$ cat config.mk
export PLATFORM = sky130hd
export DESIGN_NAME = mem_arbiter
export DESIGN_NICKNAME = d
export VERILOG_FILES = /design/src/rtl/mem_arbiter.sv
export SDC_FILE = /design/constraint.sdc
export NUM_CORES = 1
export LEC_CHECK = 0
export CELL_PAD_IN_SITES_DETAIL_PLACEMENT = 1
export CELL_PAD_IN_SITES_GLOBAL_PLACEMENT = 2
export CORE_MARGIN = 8
export CORE_UTILIZATION = 18
export DETAILED_ROUTE_END_ITERATION = 6
export PLACE_DENSITY = 0.93
export SLEW_MARGIN = 30
export SYNTH_ARGS = -nofsm -noshare
export SYNTH_HDL_FRONTEND = slang
export SYNTH_SLANG_ARGS = --single-unit
export TNS_END_PERCENT = 100
$ cat constraint.sdc
create_clock -name clk -period 3.1 [get_ports clk]
set_clock_uncertainty 0.15 [all_clocks]
set_input_delay 0.62 -clock clk [delete_from_list [all_inputs] [get_ports clk]]
set_output_delay 0.62 -clock clk [all_outputs]
set_load 0.02 [all_outputs]
$ cat src/rtl/mem_arbiter.sv
// Two-into-one round-robin arbiter: one registered transaction at a time from port A or B
// onto a single downstream memory port, with the completion routed back to the issuer.
module mem_arbiter #(
  parameter int unsigned ADDR_WIDTH = 32,
  parameter int unsigned DATA_WIDTH = 32
) (
  input  logic                    clk,
  input  logic                    rst,
  input  logic                    cmem_read_a,
  input  logic                    cmem_write_a,
  input  logic [ADDR_WIDTH-1:0]   cmem_address_a,
  input  logic [DATA_WIDTH-1:0]   cmem_wdata_a,
  input  logic [DATA_WIDTH/8-1:0] cmem_byte_enable_a,
  output logic                    cmem_resp_a,
  output logic [DATA_WIDTH-1:0]   cmem_rdata_a,
  input  logic                    cmem_read_b,
  input  logic                    cmem_write_b,
  input  logic [ADDR_WIDTH-1:0]   cmem_address_b,
  input  logic [DATA_WIDTH-1:0]   cmem_wdata_b,
  input  logic [DATA_WIDTH/8-1:0] cmem_byte_enable_b,
  output logic                    cmem_resp_b,
  output logic [DATA_WIDTH-1:0]   cmem_rdata_b,
  output logic                    pmem_read,
  output logic                    pmem_write,
  output logic [ADDR_WIDTH-1:0]   pmem_address,
  output logic [DATA_WIDTH-1:0]   pmem_wdata,
  output logic [DATA_WIDTH/8-1:0] pmem_byte_enable,
  input  logic                    pmem_resp,
  input  logic [DATA_WIDTH-1:0]   pmem_rdata
);

  typedef enum logic [1:0] {StIdle, StServeA, StServeB} state_e;

  state_e                  r_state, w_state_d;
  logic                    r_last_b, w_last_b_d;
  logic                    r_read, w_read_d;
  logic                    r_write, w_write_d;
  logic [ADDR_WIDTH-1:0]   r_addr, w_addr_d;
  logic [DATA_WIDTH-1:0]   r_wdata, w_wdata_d;
  logic [DATA_WIDTH/8-1:0] r_be, w_be_d;

  logic w_req_a, w_req_b, w_grant_a, w_grant_b;

  assign w_req_a   = cmem_read_a | cmem_write_a;
  assign w_req_b   = cmem_read_b | cmem_write_b;
  // On a conflict the port that did not win last time goes first.
  assign w_grant_a = w_req_a & (~w_req_b | r_last_b);
  assign w_grant_b = w_req_b & ~w_grant_a;

  always_comb begin
    w_state_d  = r_state;
    w_last_b_d = r_last_b;
    w_read_d   = r_read;
    w_write_d  = r_write;
    w_addr_d   = r_addr;
    w_wdata_d  = r_wdata;
    w_be_d     = r_be;
    case (r_state)
      StIdle: begin
        if (w_grant_a) begin
          w_state_d  = StServeA;
          w_last_b_d = 1'b0;
          w_write_d  = cmem_write_a;
          w_read_d   = cmem_read_a & ~cmem_write_a;
          w_addr_d   = cmem_address_a;
          w_wdata_d  = cmem_wdata_a;
          w_be_d     = cmem_byte_enable_a;
        end else if (w_grant_b) begin
          w_state_d  = StServeB;
          w_last_b_d = 1'b1;
          w_write_d  = cmem_write_b;
          w_read_d   = cmem_read_b & ~cmem_write_b;
          w_addr_d   = cmem_address_b;
          w_wdata_d  = cmem_wdata_b;
          w_be_d     = cmem_byte_enable_b;
        end
      end
      StServeA, StServeB: begin
        if (pmem_resp) begin
          w_state_d = StIdle;
          w_read_d  = 1'b0;
          w_write_d = 1'b0;
        end
      end
      default: begin
        w_state_d = StIdle;
        w_read_d  = 1'b0;
        w_write_d = 1'b0;
      end
    endcase
  end

  always_ff @(posedge clk) begin
    if (rst) begin
      r_state  <= StIdle;
      r_last_b <= 1'b1;
      r_read   <= 1'b0;
      r_write  <= 1'b0;
      r_addr   <= '0;
      r_wdata  <= '0;
      r_be     <= '0;
    end else begin
      r_state  <= w_state_d;
      r_last_b <= w_last_b_d;
      r_read   <= w_read_d;
      r_write  <= w_write_d;
      r_addr   <= w_addr_d;
      r_wdata  <= w_wdata_d;
      r_be     <= w_be_d;
    end
  end

  assign pmem_read        = r_read;
  assign pmem_write       = r_write;
  assign pmem_address     = r_addr;
  assign pmem_wdata       = r_wdata;
  assign pmem_byte_enable = r_be;

  assign cmem_resp_a  = (r_state == StServeA) & pmem_resp;
  assign cmem_resp_b  = (r_state == StServeB) & pmem_resp;
  assign cmem_rdata_a = pmem_rdata;
  assign cmem_rdata_b = pmem_rdata;

endmodule

==> impl_results.md <==
* Status: finished, final reports clean
* Tmin final at 2590 ps
* Clock buffer count from CTS at 9
* Crit path capture type: output pin
* Max Cap Violations at 0
* Die Y at 166 um
* Total Die Area at 27700 sq um
* Count leader, synth: nand2_1
* Syn Area/Cell at 8.46 sq um
* Count of different cell masters after synthesis at 28
* H-tree levels at 3
* Starting Density at 18.1%
* Routed vias at 3852
* Ys flop type: dfxtp_1
* Worst-path clk slew at 60 ps
* Worst-margin pin slew at 736 ps
* Fin. Hold Viols at 0
* Vias in the first global route at 4120
* FILL cells at 2615
* Max-slew headroom at 50.3%
* Met1 Resource Use GR at 12.1%
* Most used routing layer: met2
* Hold-fix buffers, CTS at 0
* Post-Syn Instances at 481
* Post-synth EDFFs at 0
* Slew Limit Fails at 0
* R2r setup slk at 1080 ps
* Vias per Instance at 4.28
* Total Nets Final at 788
* Ranking of synthesized cells by area: dfxtp_1, a311oi_2, nand2_1, buf_4, nor2_1
* Post-synth top cells: nand2_1, dfxtp_1, nor2_1
* CTS tree: built
* Post-Syn Nets at 659
* Largest net degree at the start of global routing at 137
* Peak VDD IR at 330 uV
* Post-DR wirelength/cell at 16.3 um
* Detailed Route WL at 14700 um
* Setup_tns at 0 ps
* Post-synth top area share at 35.9%
* Pwr Total at 4.43 mW
* Peak fanout along the critical path at 3
* Critical path class: in2out
* Clk buf depth at 2
* IO buf count at 214
* Async SR Flop Fraction at 0%
* Antenna violations before repair at 1
* CP required at 2330 ps
* Die width at 166 um
* Post-route DRC at 0
* Final weighted congestion in routability-driven placement at 0.748
* 1st-pass router iterations at 4
* Critical Path AT at 1820 ps
* Fmax at 385 MHz
* Met2 Use GR at 17.3%
* Met3 Resource Use GR at 4.11%
* Fin area at 6290 sq um
* Core Rows at 55
* RSZ-0062 raised after global routing: no
* Layout cell share with drive strength beyond 1 at 11.7%
* Core area at 22400 sq um
* Clk sinks at 73
* PD cells at 704 nW/um^2
* Synth Register Bits at 73
* I/O pin count at 311
* Postcts setup bufs at 0
* Setup-failing EPs final at 0
* GRT overflow at 0
* Register area share after synthesis at 35.9%
* Tcrit/Tclk final at 83.7%
* GRT Util Overall at 10.7%
* N_diodes at 0
* PostCTS Resize Cnt at 0
* Synth warn at 0
* Worst skew pair latency at 320 ps
* DP Area at 5940 sq um
* Initial DRC Count at 161
* Critical path launch point type: input port
* Root Driver: clkbuf_16
* Area delta synth->final at 54.6%
* Leakage at 2.34 nW
* Final ANT Viol Nets at 0
* First-pass GRT wire length at 23500 um
* DP HPWL at 11200 um
* Synthesized area at 4070 sq um
* Hold Path Class: reg2reg
* Post-synth top area cell: dfxtp_1
-- worst max-delay path: stages --
cell and delay, ps:
clkdlybuf4s50_1 480, and2_1 120, clkdlybuf4s50_1 590
-- through the flow --
stage                     utilization (%)  worst slack, ps  hold slack [ps]  instances
after global routing                 28.0              460              356        900
after CTS                            28.0              496              323        900
after detailed placement             26.5              461              312        884
after global placement               26.5              509              293        884
after floorplan                         -             1210              342        481
final                                28.0              505              320        900
-- final timing paths --
| kind | to | depth (start not counted) | start |
|---|---|---|---|
| worst max-delay path | cmem_resp_a | 3 | pmem_resp |
| worst min-delay path | pmem_read | 2 | pmem_read |
| worst max register to register | pmem_wdata[5] | 6 | r_state[0] |
| worst min register to register | pmem_read | 2 | pmem_read |
-- cell usage in the layout (no fill, tap or decap) --
cell and instances:
a211o_1 1, a21boi_0 1, a21oi_1 2, a22oi_1 2, a2bb2oi_1 1, a311oi_1 22
a311oi_2 46, and2_1 2, and2_2 1, and2_4 1, buf_12 4, buf_4 3
bufinv_16 3, clkbuf_1 1, clkbuf_16 9, clkbuf_8 1, clkdlybuf4s50_1 213, clkinv_2 1
clkinvlp_4 1, dfxtp_1 73, ha_1 3, inv_1 3, nand2_1 138, nand2_2 1
nand2b_1 2, nor2_1 71, nor2b_1 2, nor3b_1 1, o21ai_0 1, o21bai_1 1
o22ai_1 1, o41a_4 1, o41ai_1 1, or2_1 1
-- routing by layer --
layer / up-vias / share of wire [%]
li1: 1834 / -
met1: 1811 / 41
met2: 166 / 47
met3: 39 / 8.0
met4: 2 / 3.3
met5: - / 0.068
-- where the power goes --
group          internal (mW)  switching, mW
registers               1.17          0.121
logic                  0.872           1.03
clock network          0.808          0.425
-- kinds of logic (layout without fill, tap and decap cells) --
logic type / count (synthesis) / in the layout / synth area share, %
AND/OR/NAND/NOR: 220 / 220 / 21.0
buffers and inverters: 105 / 239 / 18.0
AO/OA/AOI/OAI: 80 / 80 / 24.1
flip-flops: 73 / 73 / 35.9
adder cells (fa/ha/maj): 3 / 3 / 0.923
-- registers in the layout, summed over array words and instances (netlist names) --
| signal | count |
|---|---|
| r_state | 2 |
| pmem_address | 32 |
| pmem_wdata | 32 |
| pmem_byte_enable | 4 |
| r_last_b | 1 |
| pmem_read | 1 |
| pmem_write | 1 |
-- final cells by class --
type | count | area, sq um | area share (%)
Tap cell | 285 | 357 | 5.67
Sequential cell | 73 | 1460 | 23.2
Multi-Input combinational cell | 303 | 1880 | 29.9
Timing Repair Buffer | 220 | 2230 | 35.5
Clock inverter | 5 | 103 | 1.63
Clock buffer | 11 | 243 | 3.86
Inverter | 3 | 11.3 | 0.179
(Power assumes the default switching activity.)
